--- src/rtl/pipe_mem_arbiter_if.sv ---
// Bus bundle between the CPU pipeline (IF and MEM stages), the unified
// single-port memory and the arbiter that shares that memory.
//   slave  : the arbiter (takes requests and memory read data; drives
//            ready/rdata back to the stages and enable/address/data to memory)
//   master : the stages plus the memory (drive requests and read data)
interface pipe_mem_arbiter_if;
  logic        if_req;
  logic [31:0] if_addr;
  logic [31:0] if_rdata;
  logic        if_ready;
  logic        dm_req;
  logic        dm_we;
  logic [31:0] dm_addr;
  logic [31:0] dm_wdata;
  logic [31:0] dm_rdata;
  logic        dm_ready;
  logic        mem_en;
  logic        mem_we;
  logic [31:0] mem_addr;
  logic [31:0] mem_wdata;
  logic [31:0] mem_rdata;
  logic        stall;

  modport slave (
    input  if_req, if_addr, dm_req, dm_we, dm_addr, dm_wdata, mem_rdata,
    output if_rdata, if_ready, dm_rdata, dm_ready,
           mem_en, mem_we, mem_addr, mem_wdata, stall
  );

  modport master (
    output if_req, if_addr, dm_req, dm_we, dm_addr, dm_wdata, mem_rdata,
    input  if_rdata, if_ready, dm_rdata, dm_ready,
           mem_en, mem_we, mem_addr, mem_wdata, stall
  );
endinterface

--- src/rtl/pipe_mem_arbiter.sv ---
// Shares one single-port unified memory between instruction fetch (IF) and
// data load/store (MEM). Each granted access occupies the memory for
// WAIT_CYCLES cycles; the grantee then gets a one-cycle ready pulse with its
// read data. stall freezes the pipeline while any request is outstanding.
// Data accesses win over fetches (older instruction) unless fetch has lost
// IF_STARVE_MAX consecutive arbitrations, in which case fetch is forced in.
// Ports:
//   clock : system clock, all state on rising edge
//   reset : asynchronous, active-high
//   bus   : pipe_mem_arbiter_if.slave (IF/MEM request channels, memory side,
//           stall)
module pipe_mem_arbiter #(
  parameter int unsigned WAIT_CYCLES   = 1,
  parameter int unsigned IF_STARVE_MAX = 4
) (
  input  logic                  clock,
  input  logic                  reset,
  pipe_mem_arbiter_if.slave     bus
);

  localparam int unsigned CW = (WAIT_CYCLES > 1) ? $clog2(WAIT_CYCLES) : 1;
  localparam int unsigned SW = (IF_STARVE_MAX > 0) ? $clog2(IF_STARVE_MAX + 1) : 1;
  localparam logic [CW-1:0] CNT_LOAD   = CW'(WAIT_CYCLES - 1);
  localparam logic [SW-1:0] STARVE_MAX = SW'(IF_STARVE_MAX);

  typedef enum logic {IDLE, ACCESS} state_e;

  state_e        state_q,     state_d;
  logic [CW-1:0] cnt_q,       cnt_d;
  logic [SW-1:0] starve_q,    starve_d;
  logic          gnt_if_q,    gnt_if_d;
  logic          mem_en_q,    mem_en_d;
  logic          mem_we_q,    mem_we_d;
  logic [31:0]   mem_addr_q,  mem_addr_d;
  logic [31:0]   mem_wdata_q, mem_wdata_d;
  logic [31:0]   if_rdata_q,  if_rdata_d;
  logic [31:0]   dm_rdata_q,  dm_rdata_d;
  logic          if_ready_q,  if_ready_d;
  logic          dm_ready_q,  dm_ready_d;
  logic          if_wins;

  always_comb begin
    state_d     = state_q;
    cnt_d       = cnt_q;
    starve_d    = starve_q;
    gnt_if_d    = gnt_if_q;
    mem_en_d    = mem_en_q;
    mem_we_d    = mem_we_q;
    mem_addr_d  = mem_addr_q;
    mem_wdata_d = mem_wdata_q;
    if_rdata_d  = if_rdata_q;
    dm_rdata_d  = dm_rdata_q;
    if_ready_d  = 1'b0;
    dm_ready_d  = 1'b0;
    if_wins     = bus.if_req & (~bus.dm_req | (starve_q == STARVE_MAX));

    unique case (state_q)
      IDLE: begin
        if (bus.if_req || bus.dm_req) begin
          state_d  = ACCESS;
          cnt_d    = CNT_LOAD;
          mem_en_d = 1'b1;
          gnt_if_d = if_wins;
          if (if_wins) begin
            mem_we_d    = 1'b0;
            mem_addr_d  = bus.if_addr;
            mem_wdata_d = '0;
            starve_d    = '0;
          end else begin
            mem_we_d    = bus.dm_we;
            mem_addr_d  = bus.dm_addr;
            mem_wdata_d = bus.dm_wdata;
            // A data grant can only reach this branch at STARVE_MAX when
            // fetch is idle, so the guard doubles as saturation.
            if (bus.if_req && (starve_q != STARVE_MAX))
              starve_d = starve_q + 1'b1;
          end
        end
      end
      ACCESS: begin
        if (cnt_q != '0) begin
          cnt_d = cnt_q - 1'b1;
        end else begin
          if (gnt_if_q) begin
            if_rdata_d = bus.mem_rdata;
            if_ready_d = 1'b1;
          end else begin
            if (!mem_we_q)
              dm_rdata_d = bus.mem_rdata;
            dm_ready_d = 1'b1;
          end
          mem_en_d = 1'b0;
          mem_we_d = 1'b0;
          state_d  = IDLE;
        end
      end
      default: state_d = IDLE;
    endcase
  end

  always_ff @(posedge clock or posedge reset) begin
    if (reset) begin
      state_q     <= IDLE;
      cnt_q       <= '0;
      starve_q    <= '0;
      gnt_if_q    <= 1'b0;
      mem_en_q    <= 1'b0;
      mem_we_q    <= 1'b0;
      mem_addr_q  <= '0;
      mem_wdata_q <= '0;
      if_rdata_q  <= '0;
      dm_rdata_q  <= '0;
      if_ready_q  <= 1'b0;
      dm_ready_q  <= 1'b0;
    end else begin
      state_q     <= state_d;
      cnt_q       <= cnt_d;
      starve_q    <= starve_d;
      gnt_if_q    <= gnt_if_d;
      mem_en_q    <= mem_en_d;
      mem_we_q    <= mem_we_d;
      mem_addr_q  <= mem_addr_d;
      mem_wdata_q <= mem_wdata_d;
      if_rdata_q  <= if_rdata_d;
      dm_rdata_q  <= dm_rdata_d;
      if_ready_q  <= if_ready_d;
      dm_ready_q  <= dm_ready_d;
    end
  end

  assign bus.mem_en    = mem_en_q;
  assign bus.mem_we    = mem_we_q;
  assign bus.mem_addr  = mem_addr_q;
  assign bus.mem_wdata = mem_wdata_q;
  assign bus.if_rdata  = if_rdata_q;
  assign bus.dm_rdata  = dm_rdata_q;
  assign bus.if_ready  = if_ready_q;
  assign bus.dm_ready  = dm_ready_q;
  assign bus.stall     = (bus.if_req & ~if_ready_q) | (bus.dm_req & ~dm_ready_q);

endmodule

--- src/flat_wrapper.sv ---
// flat-port wrapper written by rule: the top's interface ports become plain ports
module pipe_mem_arbiter_flat 
#(
  parameter int unsigned WAIT_CYCLES   = 1,
  parameter int unsigned IF_STARVE_MAX = 4
)
  (clock, reset, bus_if_req, bus_if_addr, bus_dm_req, bus_dm_we, bus_dm_addr, bus_dm_wdata, bus_mem_rdata, bus_if_rdata, bus_if_ready, bus_dm_rdata, bus_dm_ready, bus_mem_en, bus_mem_we, bus_mem_addr, bus_mem_wdata, bus_stall);
  pipe_mem_arbiter_if bus_i ();
  input  logic clock;
  input  logic reset;
  input wire logic [$bits(bus_i.if_req)-1:0] bus_if_req;
  input wire logic [$bits(bus_i.if_addr)-1:0] bus_if_addr;
  input wire logic [$bits(bus_i.dm_req)-1:0] bus_dm_req;
  input wire logic [$bits(bus_i.dm_we)-1:0] bus_dm_we;
  input wire logic [$bits(bus_i.dm_addr)-1:0] bus_dm_addr;
  input wire logic [$bits(bus_i.dm_wdata)-1:0] bus_dm_wdata;
  input wire logic [$bits(bus_i.mem_rdata)-1:0] bus_mem_rdata;
  output wire logic [$bits(bus_i.if_rdata)-1:0] bus_if_rdata;
  output wire logic [$bits(bus_i.if_ready)-1:0] bus_if_ready;
  output wire logic [$bits(bus_i.dm_rdata)-1:0] bus_dm_rdata;
  output wire logic [$bits(bus_i.dm_ready)-1:0] bus_dm_ready;
  output wire logic [$bits(bus_i.mem_en)-1:0] bus_mem_en;
  output wire logic [$bits(bus_i.mem_we)-1:0] bus_mem_we;
  output wire logic [$bits(bus_i.mem_addr)-1:0] bus_mem_addr;
  output wire logic [$bits(bus_i.mem_wdata)-1:0] bus_mem_wdata;
  output wire logic [$bits(bus_i.stall)-1:0] bus_stall;
  assign bus_i.if_req = bus_if_req;
  assign bus_i.if_addr = bus_if_addr;
  assign bus_i.dm_req = bus_dm_req;
  assign bus_i.dm_we = bus_dm_we;
  assign bus_i.dm_addr = bus_dm_addr;
  assign bus_i.dm_wdata = bus_dm_wdata;
  assign bus_i.mem_rdata = bus_mem_rdata;
  assign bus_if_rdata = bus_i.if_rdata;
  assign bus_if_ready = bus_i.if_ready;
  assign bus_dm_rdata = bus_i.dm_rdata;
  assign bus_dm_ready = bus_i.dm_ready;
  assign bus_mem_en = bus_i.mem_en;
  assign bus_mem_we = bus_i.mem_we;
  assign bus_mem_addr = bus_i.mem_addr;
  assign bus_mem_wdata = bus_i.mem_wdata;
  assign bus_stall = bus_i.stall;
  pipe_mem_arbiter #(.WAIT_CYCLES(WAIT_CYCLES), .IF_STARVE_MAX(IF_STARVE_MAX)) u_core (.clock(clock), .reset(reset), .bus(bus_i));
endmodule
--- config.mk ---
export PLATFORM = sky130hd
export DESIGN_NAME = pipe_mem_arbiter_flat
export DESIGN_NICKNAME = d
export VERILOG_FILES = /design/src/rtl/pipe_mem_arbiter_if.sv /design/src/rtl/pipe_mem_arbiter.sv /design/src/flat_wrapper.sv
export SDC_FILE = /design/constraint.sdc
export NUM_CORES = 1
export LEC_CHECK = 0
export CELL_PAD_IN_SITES_DETAIL_PLACEMENT = 1
export CELL_PAD_IN_SITES_GLOBAL_PLACEMENT = 1
export CORE_MARGIN = 2
export CORE_UTILIZATION = 31
export CTS_CLUSTER_SIZE = 10
export DETAILED_ROUTE_END_ITERATION = 8
export PLACE_DENSITY_LB_ADDON = 0.1
export SYNTH_ARGS = -nofsm -noshare
export SYNTH_HDL_FRONTEND = slang
export SYNTH_SLANG_ARGS = --single-unit
export TNS_END_PERCENT = 100
--- constraint.sdc ---
create_clock -name clock -period 5.7 [get_ports clock]
set_clock_uncertainty 0.1 [all_clocks]
set_input_delay 1.14 -clock clock [delete_from_list [all_inputs] [get_ports clock]]
set_output_delay 1.14 -clock clock [all_outputs]
set_load 0.01 [all_outputs]
==> results of run 1 <==
## worst reg2reg max path, cell delays in order (launching register included)
cell and delay, ns:
sky130_fd_sc_hd__dfrtp_1 0.45, sky130_fd_sc_hd__o21bai_4 0.20, sky130_fd_sc_hd__inv_2 0.59, sky130_fd_sc_hd__buf_4 0.57, sky130_fd_sc_hd__nand2_1 0.13, sky130_fd_sc_hd__o211ai_1 0.19
## per-layer routing
layer  GRT usage (%)  vias up
met2            32.8      150
li1                -     2233
met1            22.1     2440
met5               0        -
met3            6.90       20
met4            6.37        0
## final timing paths
| path | endpoint | slack [ns] | cells past startpoint |
|---|---|---|---|
| min in group asynchronous | u_core.bus.dm_rdata[27]$_DFFE_PP0P_ | 1.20 | 2 |
| worst max-delay path | bus_stall | 1.86 | 4 |
| worst min-delay path | u_core.bus.mem_wdata[26]$_DFFE_PP0P_ | 0.39 | 2 |
| max in group asynchronous | u_core.bus.mem_wdata[29]$_DFFE_PP0P_ | 3.23 | 3 |
| worst max register to register | u_core.bus.mem_addr[30]$_DFFE_PP0P_ | 3.38 | 5 |
| worst min register to register | u_core.bus.mem_wdata[26]$_DFFE_PP0P_ | 0.39 | 2 |
## flip-flops by register name, indices dropped and copies added, names as in the netlist
signal and cells:
u_core.bus.mem_addr 32, u_core.bus.mem_wdata 32, u_core.bus.if_rdata 32, u_core.bus.if_ready 1, u_core.state_q 1, u_core.bus.mem_en 1
u_core.bus.dm_rdata 32, u_core.gnt_if_q 1, u_core.starve_q 3, u_core.bus.dm_ready 1, u_core.bus.mem_we 1
## cells in the mapped netlist, drive strengths merged (2+ instances only)
cell type,n,area share (%)
inv,8,0.52
o22ai,2,0.22
nor3,2,0.17
nand2b,3,0.32
dfrtp,137,59
nand2,132,8.5
o21ai,34,2.9
nand4,32,3.4
mux2,64,12
buf,22,2.8
o211ai,32,6.5
clkbuf,17,1.1
ha,2,0.43
## cell type report
type                    count  area share (%)
flip-flops and latches    137            37.4
repair buffers            271            29.4
diodes                      1          0.0273
clock buffers              17            4.64
multi-input cells         315            23.3
well taps                 234            3.19
inverters                   8           0.382
clock inverters            15            1.61
## cell families after synthesis
logic type | synth area share (%)
AOI/OAI and AO/OA | 10.7
DFF | 59.0
adders and majority gates | 0.431
buffers and inverters | 4.48
and+or+nand+nor | 13.0
muxes | 12.4
## stage by stage
step                      hold WS (ns)  util, %  cells
final                            0.385     49.5    998
after global routing             0.422     49.5    998
after CTS                        0.392     49.5    997
after detailed placement         0.376     46.4    965
after global placement           0.368     46.4    965
after floorplan                  0.365        -    499
## power groups by stage
stage	clock network, mW	logic, mW	registers (mW)
floorplan	0	0.441	1.58
global placement	0	1.37	1.43
detailed placement	0	1.40	1.45
CTS	1.11	1.41	1.44
global route	1.16	1.48	1.48
finish	1.08	1.38	1.43
==> Implementation_results.wiki, run 1 <==
{| class="wikitable"
! Metric !! Value
|-
| Highest routed metal layer || met4
|-
| FF/Latch Area || between 3000 and 4000 sq um
|-
| Fraction of power spent switching nets || 31.4%
|-
| Final estimated routing congestion in global placement || between 0.7 and 0.8
|-
| Count of warnings emitted by yosys || 0
|-
| Count of pins over their slew limit || 0
|-
| Worst EP arrival || 2.60 ns
|-
| Leftover overflow at the end of global routing || 0
|-
| Count of buffers from port buffering || 265
|-
| Slew @ Worst Pin || 0.982 ns
|-
| Final period utilization || 67.4%
|-
| Starting density of the core || 31.4%
|-
| Sink count of the clock tree || 137
|-
| Number of rows in the core area || 50
|-
| Residual antenna-violating net count after detailed routing || 0
|-
| Critical Path, Cell by Cell || clkdlybuf4s50_1, inv_1, o22ai_1, clkdlybuf4s50_1
|-
| Setup repair after global routing missed its margin || false
|-
| Commonest register cell after synthesis || sky130_fd_sc_hd__dfrtp_1
|-
| CORE AREA || 18,500 sq um
|-
| CP endpoint kind || output pin
|-
| Critical Path Max Stage Delay || between 0.6 and 0.7 ns
|-
| CTS H-tree depth || 4
|-
| Area growth syn-to-layout || 57.8%
|-
| Sequential share of the synthesized area || 59.0%
|-
| Count of nets after finishing || between 800 and 900
|-
| Minimum clock period after layout || 3.84 ns
|-
| Result of the run || complete, no violations
|-
| # Post-CTS Setup Buffers || 0
|-
| Number of I/O pins || ~270
|-
| Design internal power || 2.67 mW
|-
| Reg power frac || 36.8%
|-
| Kind of cell adding the most delay to the critical path || buffers and inverters
|-
| Critical path's slowest cell || sky130_fd_sc_hd__clkdlybuf4s50_1
|-
| Remaining design rule violation count || 0
|-
| Crit path kind || input pin to output pin
|-
| Detailed placer's ending HPWL || 12,500 um
|-
| Net Sw Power || 1.22 mW
|-
| Clock network latency to the later pin of the worst-skew pair || 0.42 ns
|-
| Synth unique cells || 33
|-
| Final hold vios || 0
|-
| Maximum number of pins on one net before global-route repair || about 110
|-
| Global-route usage over all layers || a little under a fifth
|-
| Combinational share of power || 35.4%
|-
| Final setup TNS || 0 ns
|-
| Reg-to-reg startpoint || u_core.state_q$_DFF_PP0_
|-
| Overall die area || 19,900 sq um
|-
| Share of async-settable or async-resettable flops after synthesis || 100%
|-
| Y dimension of the die || 141 um
|-
| Fillers || 1,983
|-
| First-pass DRT Iterations || 4
|-
| Maximum Capacitance Violations || 0
|-
| Starting DRT DRC Count || between 150 and 200
|-
| Cell leakage power || about 3.9 nW
|-
| Per-cell via count in the routed design || 4.85
|-
| Width of the die || roughly 140 um
|-
| Required time of the critical path || around 4.5 ns
|-
| Amount of wire on met3 after detailed routing || 1220 um
|-
| Average wire per standard cell || 18.2 um
|-
| Buffers and inverters on the worst path || 3
|-
| Met1 Wirelength || roughly 7400 um
|-
| Ratio of cells with drive above 1 in the final layout || 17.7%
|-
| Mapped Area || 5810 sq um
|-
| Number of synthesized flops with an enable pin || 0
|-
| Combined area of the multi-input logic cells || 2140 sq um
|-
| Total met2 wirelength after detailed routing || 9280 um
|-
| Max FO, Critical Path || 6
|-
| Total nets after synthesis || 634
|-
| Startpoint type of the worst setup path || input pin
|-
| Routed wire length || between 15,000 and 20,000 um
|-
| Final std cell area, no fill || 9170 sq um
|-
| Worst-case clock buffer depth || 2
|-
| Wire length of the first global-routing pass || between 20,000 and 30,000 um
|-
| F_max || 260 MHz
|-
| Clock tree from TritonCTS || done
|-
| Root Buffer || sky130_fd_sc_hd__clkbuf_16
|-
| Startpoint of the worst hold path || u_core.bus.mem_wdata[26]$_DFFE_PP0P_
|-
| Critical path startpoint || bus_dm_req
|-
| Commonest cells after routing, fill and taps aside || sky130_fd_sc_hd__clkdlybuf4s50_1 (265), sky130_fd_sc_hd__dfrtp_1 (137), sky130_fd_sc_hd__nand2_1 (132)
|-
| Setup-failing EPs final || 0
|-
| Vias in the first global route || 5,422
|-
| Antenna violations before repair || 1
|-
| Ratio of total power to cell area || 424 nW/um^2
|-
| Number of buffers added to fix hold violations after cts || 0
|-
| Crit path setup slack, layout || 1.86 ns
|-
| Clock share of power || 27.7%
|-
| Cell count after synthesis || 499
|-
| Total number of vias || 4,843
|-
| Clock slew at reported path FFs || 0.06 ns
|-
| Number of CTS-inserted buffers || 17
|-
| Cell with the most instances on the worst path || sky130_fd_sc_hd__clkdlybuf4s50_1
|-
| Max-slew headroom at the worst pin || 34.4%
|-
| Syn Area/Cell || about 12 sq um
|-
| Total power consumption of the routed design || 3.89 mW
|-
| IR drop worst, VDD || 218 uV
|-
| Leading cell type in the layout, fill and taps excluded || sky130_fd_sc_hd__clkdlybuf4s50_1
|-
| Cell Area, Placed || 8590 sq um
|-
| Hold crit path type || register to register
|-
| Flop and latch count out of synthesis || 137
|-
| Post-CTS resize count || 0
|-
| Worst slack at placement || 1.78 ns
|}
No activity file was read; power rests on OpenSTA's default activity.
==> run 2: changes to the inputs <==
--- a/config.mk
+++ b/config.mk
@@ -8,7 +8,7 @@
 export CELL_PAD_IN_SITES_DETAIL_PLACEMENT = 1
 export CELL_PAD_IN_SITES_GLOBAL_PLACEMENT = 1
 export CORE_MARGIN = 2
-export CORE_UTILIZATION = 31
+export CORE_UTILIZATION = 28
 export CTS_CLUSTER_SIZE = 10
 export DETAILED_ROUTE_END_ITERATION = 8
 export PLACE_DENSITY_LB_ADDON = 0.1
==> constraint.sdc (replaced) <==
create_clock -name clock -period 3.5 [get_ports clock]
set_clock_uncertainty 0.1 [all_clocks]
set_input_delay 0.7 -clock clock [delete_from_list [all_inputs] [get_ports clock]]
set_output_delay 0.7 -clock clock [all_outputs]
set_load 0.01 [all_outputs]
==> run 2 against run 1 <==
Flip-flop and latch count is the same. Worst hold slack lost 0.00076 ns. Sequential share of layout area shrank 0.44 points. Largest power group unchanged. Combinational power grew 64%. Cell area up 1.2%. Critical path depth unchanged. Critical path type unchanged. Via count shrank 0.31%. Count of clock-buffer cells in the layout rose by 1. Setup slack lost 1.3 ns. Die area is 10% higher. Largest cell class unchanged. Utilization decreased by 3.8 points.
==> Implementation_results.wiki, run 2 (synthesis results as in run 1) <==
{| class="wikitable"
! Metric !! Value
|-
| Hold EP || u_core.bus.mem_wdata[10]$_DFFE_PP0P_
|-
| Max FO, Critical Path || 6
|-
| Starting DRT DRC Count || 135
|-
| Result of the run || complete, no violations
|-
| Residual antenna-violating net count after detailed routing || 0
|-
| Clock network latency to the later pin of the worst-skew pair || between 0.4 and 0.5 ns
|-
| Startpoint of the worst hold path || u_core.bus.mem_wdata[10]$_DFFE_PP0P_
|-
| Clock tree from TritonCTS || done
|-
| Worst setup slack for register-to-register paths || 1.40 ns
|-
| Post-CTS resize count || 0
|-
| Count of buffers from port buffering || 265
|-
| Max-slew headroom at the worst pin || 33.5%
|-
| Area growth syn-to-layout || 59.7%
|-
| # Post-CTS Setup Buffers || 0
|-
| Final estimated routing congestion in global placement || 0.746
|-
| Ratio of total power to cell area || 682 nW/um^2
|-
| Number of I/O pins || 266
|-
| Number of CTS-inserted buffers || 17
|-
| Number of buffers added to fix hold violations after cts || 0
|-
| Leftover overflow at the end of global routing || 0
|-
| Average wire per standard cell || 18.1 um
|-
| Final setup TNS || 0 ns
|-
| CTS H-tree depth || 4
|-
| Reg2Reg Capture Point || u_core.bus.dm_rdata[17]$_DFFE_PP0P_
|-
| Minimum clock period after layout || about 3.0 ns
|-
| Sink count of the clock tree || 137
|-
| Count of antenna diodes in the layout || 0
|-
| Routed wire length || about 19,000 um
|-
| First-pass DRT Iterations || 4
|-
| IR drop worst, VDD || roughly 320 uV
|-
| Final hold vios || 0
|-
| Antenna violations before repair || 0
|-
| Number of rows in the core area || between 50 and 60
|-
| Slew @ Worst Pin || approximately 0.99 ns
|-
| Width of the die || 148 um
|-
| Fillers || 2,188
|-
| Worst EP arrival || 2.17 ns
|-
| Hold crit path type || register to register
|-
| Per-cell via count in the routed design || 4.65
|-
| Detailed placer's ending HPWL || roughly 13,000 um
|-
| Reg-to-reg startpoint || u_core.state_q$_DFF_PP0_
|-
| Maximum Capacitance Violations || 0
|-
| Remaining design rule violation count || 0
|-
| Ratio of cells with drive above 1 in the final layout || 18.1%
|-
| Maximum number of pins on one net before global-route repair || 77
|-
| Setup repair after global routing missed its margin || false
|-
| Global-route usage over all layers || 17.3%
|-
| Starting density of the core || 28.6%
|-
| FF/Latch Area || around 3400 sq um
|-
| Hold path depth || 2
|-
| Overall die area || 21,900 sq um
|-
| Required time of the critical path || 2.70 ns
|-
| Wire length of the first global-routing pass || ~30,000 um
|-
| Critical Path, Cell by Cell || clkdlybuf4s50_1, inv_1, o22ai_1, clkdlybuf4s50_1
|-
| Combined area of the multi-input logic cells || approximately 2100 sq um
|-
| Count of nets after finishing || between 800 and 900
|-
| Total power consumption of the routed design || 6.33 mW
|-
| Cell with the most instances on the worst path || sky130_fd_sc_hd__clkdlybuf4s50_1
|-
| Startpoint type of the worst setup path || input pin
|-
| Cell leakage power || 3.89 nW
|-
| Count of pins over their slew limit || 0
|-
| Depth of the most critical reg-to-reg path || 3
|-
| Critical Path Max Stage Delay || between 0.6 and 0.7 ns
|-
| Crit path kind || input pin to output pin
|-
| F_max || roughly 340 MHz
|-
| Critical path's slowest cell || sky130_fd_sc_hd__clkdlybuf4s50_1
|-
| Setup-failing EPs final || 0
|-
| Worst-case clock buffer depth || 2
|-
| Vias in the first global route || 5,238
|-
| Y dimension of the die || between 100 and 150 um
|-
| Total number of vias || between 4,000 and 5,000
|-
| CP endpoint kind || output pin
|-
| Leading cell type in the layout, fill and taps excluded || sky130_fd_sc_hd__clkdlybuf4s50_1
|-
| Final period utilization || 84.7%
|-
| Root Buffer || sky130_fd_sc_hd__clkbuf_16
|-
| Clock slew at reported path FFs || ~0.06 ns
|-
| Commonest cells after routing, fill and taps aside || sky130_fd_sc_hd__clkdlybuf4s50_1 (265), sky130_fd_sc_hd__dfrtp_1 (137), sky130_fd_sc_hd__nand2_1 (132)
|-
| CORE AREA || ~20,000 sq um
|}
run 2: worst max-delay path by stage:
stage                     startpoint                                  to  slack, ns  depth (start not counted)
final                     bus_dm_req                           bus_stall       0.53                          4
after global routing      bus_if_req                           bus_stall       0.47                          4
after CTS                 bus_dm_req                           bus_stall       0.53                          4
after detailed placement  bus_dm_req                           bus_stall       0.54                          4
after global placement    bus_dm_req                           bus_stall       0.56                          4
after floorplan                reset  u_core.bus.dm_rdata[0]$_DFFE_PP0P_       0.99                          1
run 2: power by group:
part	internal (mW)	switching [mW]
clock network	0.995	0.737
logic	1.33	0.927
registers	2.07	0.268
total	4.40	1.93
run 2: metal layers:
| metal | GRT usage, % | part of all wire, % | vias to the layer above |
|---|---|---|---|
| met3 | 5.34 | 6.8 | 21 |
| li1 | - | - | 2248 |
| met2 | 28.7 | 49 | 158 |
| met1 | 21.5 | 42 | 2401 |
| met4 | 5.52 | 1.9 | 0 |
| met5 | 0 | 0 | - |
run 2: layout make-up:
cell class / instances / area share, %
Clock buffer: 18 / 4.62
Clock inverter: 14 / 1.48
Inverter: 8 / 0.364
Multi-Input combinational cell: 315 / 23.1
Sequential cell: 137 / 36.9
Tap cell: 270 / 3.64
Timing Repair Buffer: 276 / 29.9
run 2: critical path, delay by kind of cell:
family | cells | cell delay (ns)
buffers and inverters | 3 | 1.33
AOI/OAI and AO/OA | 1 | 0.13
run 2: per-stage QoR:
stage	hold WS, ns	cell area (sq um)	util, %	setup WS, ns	instances
finish	0.384	9280	45.7	0.534	1038
global placement	0.368	8710	42.9	0.562	1006
CTS	0.389	9280	45.7	0.534	1038
detailed placement	0.375	8710	42.9	0.535	1006
global route	0.407	9280	45.7	0.467	1038
floorplan	0.365	5810	-	0.993	499
==> run 3: changes to the inputs <==
--- a/config.mk
+++ b/config.mk
@@ -8,7 +8,7 @@
 export CELL_PAD_IN_SITES_DETAIL_PLACEMENT = 1
 export CELL_PAD_IN_SITES_GLOBAL_PLACEMENT = 1
 export CORE_MARGIN = 2
-export CORE_UTILIZATION = 28
+export CORE_UTILIZATION = 31
 export CTS_CLUSTER_SIZE = 10
 export DETAILED_ROUTE_END_ITERATION = 8
 export PLACE_DENSITY_LB_ADDON = 0.1
==> constraint.sdc (replaced) <==
create_clock -name clock -period 2.85 [get_ports clock]
set_clock_uncertainty 0.1 [all_clocks]
set_input_delay 0.57 -clock clock [delete_from_list [all_inputs] [get_ports clock]]
set_output_delay 0.57 -clock clock [all_outputs]
set_load 0.01 [all_outputs]
==> run 3 against run 2 <==
Flip-flop and latch count stayed put. Combinational power is 23% higher. Total power is 24% higher. Sequential share of layout area is 0.10 points lower. Sequential power is 23% higher. Routed wire length is 2.6% lower. Final cell count is 3.3% lower. Die area is 9.4% lower. Largest power group unchanged. Highest routed layer unchanged.
==> Implementation_results.wiki, run 3 (synthesis results as in run 1) <==
{| class="wikitable"
! Metric !! Value
|-
| Wire length of the first global-routing pass || 29,200 um
|-
| Setup repair after global routing missed its margin || false
|-
| Final hold vios || 0
|-
| Antenna violations before repair || 0
|-
| Total number of vias || a little under 5,000
|-
| Number of rows in the core area || 50
|-
| Leftover overflow at the end of global routing || 0
|-
| Critical Path, Cell by Cell || clkdlybuf4s50_1, inv_1, o22ai_1, clkdlybuf4s50_1
|-
| Crit path setup slack, layout || 0.216 ns
|-
| Finished Layout Cells || around 1,000
|-
| Startpoint type of the worst setup path || input pin
|-
| Share of the core filled with cells in the final layout || around 50%
|-
| Clock tree from TritonCTS || done
|-
| Cell leakage power || 3.91 nW
|-
| Final estimated routing congestion in global placement || 0.768
|-
| Sink count of the clock tree || 137
|-
| Area growth syn-to-layout || 60.2%
|-
| Number of CTS-inserted buffers || 17
|-
| Starting DRT DRC Count || 149
|-
| Overall die area || 19,900 sq um
|-
| Maximum Capacitance Violations || 0
|-
| Leading cell type in the layout, fill and taps excluded || sky130_fd_sc_hd__clkdlybuf4s50_1
|-
| Per-cell via count in the routed design || 4.83
|-
| FF/Latch Area || 3430 sq um
|-
| Setup-failing EPs final || 0
|-
| Result of the run || complete, no violations
|-
| CORE AREA || 18,500 sq um
|-
| Remaining design rule violation count || 0
|-
| Commonest cells after routing, fill and taps aside || sky130_fd_sc_hd__clkdlybuf4s50_1 (265), sky130_fd_sc_hd__dfrtp_1 (137), sky130_fd_sc_hd__nand2_1 (132)
|-
| Post-Place Cells || 972
|-
| Final period utilization || 92.4%
|-
| Y dimension of the die || 141 um
|-
| Global-route usage over all layers || 18.7%
|-
| Count of nets after finishing || 892
|-
| Critical path's slowest cell || sky130_fd_sc_hd__clkdlybuf4s50_1
|-
| Minimum clock period after layout || around 2.6 ns
|-
| Vias in the first global route || 5,245
|-
| Routed wire length || 18,200 um
|-
| Count of antenna diodes in the layout || 0
|-
| Width of the die || 141 um
|-
| Worst EP arrival || approximately 2.0 ns
|-
| Average wire per standard cell || 18.2 um
|-
| Post-CTS resize count || 0
|-
| Required time of the critical path || 2.18 ns
|-
| Number of I/O pins || 266
|-
| Ratio of total power to cell area || 847 nW/um^2
|-
| Slew @ Worst Pin || 0.546 ns
|-
| Final setup TNS || 0 ns
|-
| Buffers and inverters on the worst path || 3
|-
| IR drop worst, VDD || 392 uV
|-
| CTS H-tree depth || 4
|-
| Fillers || approximately 2,000
|-
| Ratio of cells with drive above 1 in the final layout || 18.4%
|-
| # Post-CTS Setup Buffers || 0
|-
| Worst slack at placement || 0.216 ns
|-
| Maximum number of pins on one net before global-route repair || 67
|-
| Cell with the most instances on the worst path || sky130_fd_sc_hd__clkdlybuf4s50_1
|-
| Critical Path Max Stage Delay || 0.59 ns
|-
| CP endpoint kind || output pin
|-
| Detailed placer's ending HPWL || 12,700 um
|-
| Clock network latency to the later pin of the worst-skew pair || 0.41 ns
|-
| F_max || 380 MHz
|-
| Max FO, Critical Path || 2
|-
| Count of buffers from port buffering || roughly 270
|-
| Count of pins over their slew limit || 0
|-
| Number of buffers added to fix hold violations after cts || 0
|-
| Root Buffer || sky130_fd_sc_hd__clkbuf_16
|-
| First-pass DRT Iterations || 4
|-
| Combined area of the multi-input logic cells || around 2100 sq um
|-
| Crit path kind || input pin to output pin
|-
| Hold crit path type || register to register
|-
| Total power consumption of the routed design || 7.88 mW
|-
| Worst-case clock buffer depth || 2
|-
| Starting density of the core || 31.4%
|-
| Kind of cell adding the most delay to the critical path || buffers and inverters
|-
| Max-slew headroom at the worst pin || 63.6%
|-
| Clock slew at reported path FFs || around 0.06 ns
|-
| Residual antenna-violating net count after detailed routing || 0
|}
[run 3: cell count changes in the layout (fill, tap and decap cells not counted), sizes merged]
| cell | previous run | this run |
|---|---|---|
| buf | 11 | 13 |
| bufinv | 1 | 2 |
| clkinv | 4 | 3 |
| clkinvlp | 4 | 5 |
| inv | 13 | 12 |
[run 3: report_power, final]
| group | internal (mW) | switching, mW |
|---|---|---|
| sequential | 2.55 | 0.330 |
| combinational | 1.65 | 1.13 |
| clock | 1.33 | 0.900 |
[run 3: worst reg2reg max path: stages (launching register included)]
cell and delay, ns:
sky130_fd_sc_hd__dfrtp_1 0.45, sky130_fd_sc_hd__and2b_1 0.17, sky130_fd_sc_hd__nor2b_4 0.13, sky130_fd_sc_hd__buf_4 0.41, sky130_fd_sc_hd__mux2_2 0.41
[run 3: worst paths after layout]
path | from | cells past startpoint | end | slack (ns)
hold reg to reg | u_core.bus.mem_wdata[21]$_DFFE_PP0P_ | 2 | u_core.bus.mem_wdata[21]$_DFFE_PP0P_ | 0.38
hold / removal | u_core.bus.mem_wdata[21]$_DFFE_PP0P_ | 2 | u_core.bus.mem_wdata[21]$_DFFE_PP0P_ | 0.38
max in group asynchronous | reset | 3 | u_core.bus.mem_addr[3]$_DFFE_PP0P_ | 1.47
setup reg to reg | u_core.state_q$_DFF_PP0_ | 4 | u_core.bus.dm_rdata[30]$_DFFE_PP0P_ | 1.06
min in group asynchronous | reset | 2 | u_core.bus.mem_wdata[26]$_DFFE_PP0P_ | 0.46
setup / recovery | bus_if_req | 4 | bus_stall | 0.22
[run 3: layer usage]
layer	routed length [um]	track usage [%]
met3	1120	5.67
met5	0	0
met4	299	5.79
met1	7600	23.4
met2	9230	31.2
[run 3: final cells by class]
cell class | instances | area share (%)
Multi-Input combinational cell | 315 | 23.0
Tap cell | 234 | 3.15
Sequential cell | 137 | 36.8
Clock inverter | 14 | 1.71
Timing Repair Buffer | 278 | 30.2
Inverter | 8 | 0.363
Clock buffer | 18 | 4.72
[run 3: metrics by stage]
stage / cell area [sq um] / hold slack [ns]
after floorplan: 5810 / 0.365
after global placement: 8710 / 0.366
after detailed placement: 8710 / 0.378
after CTS: 9310 / 0.392
after global routing: 9310 / 0.416
final: 9310 / 0.385
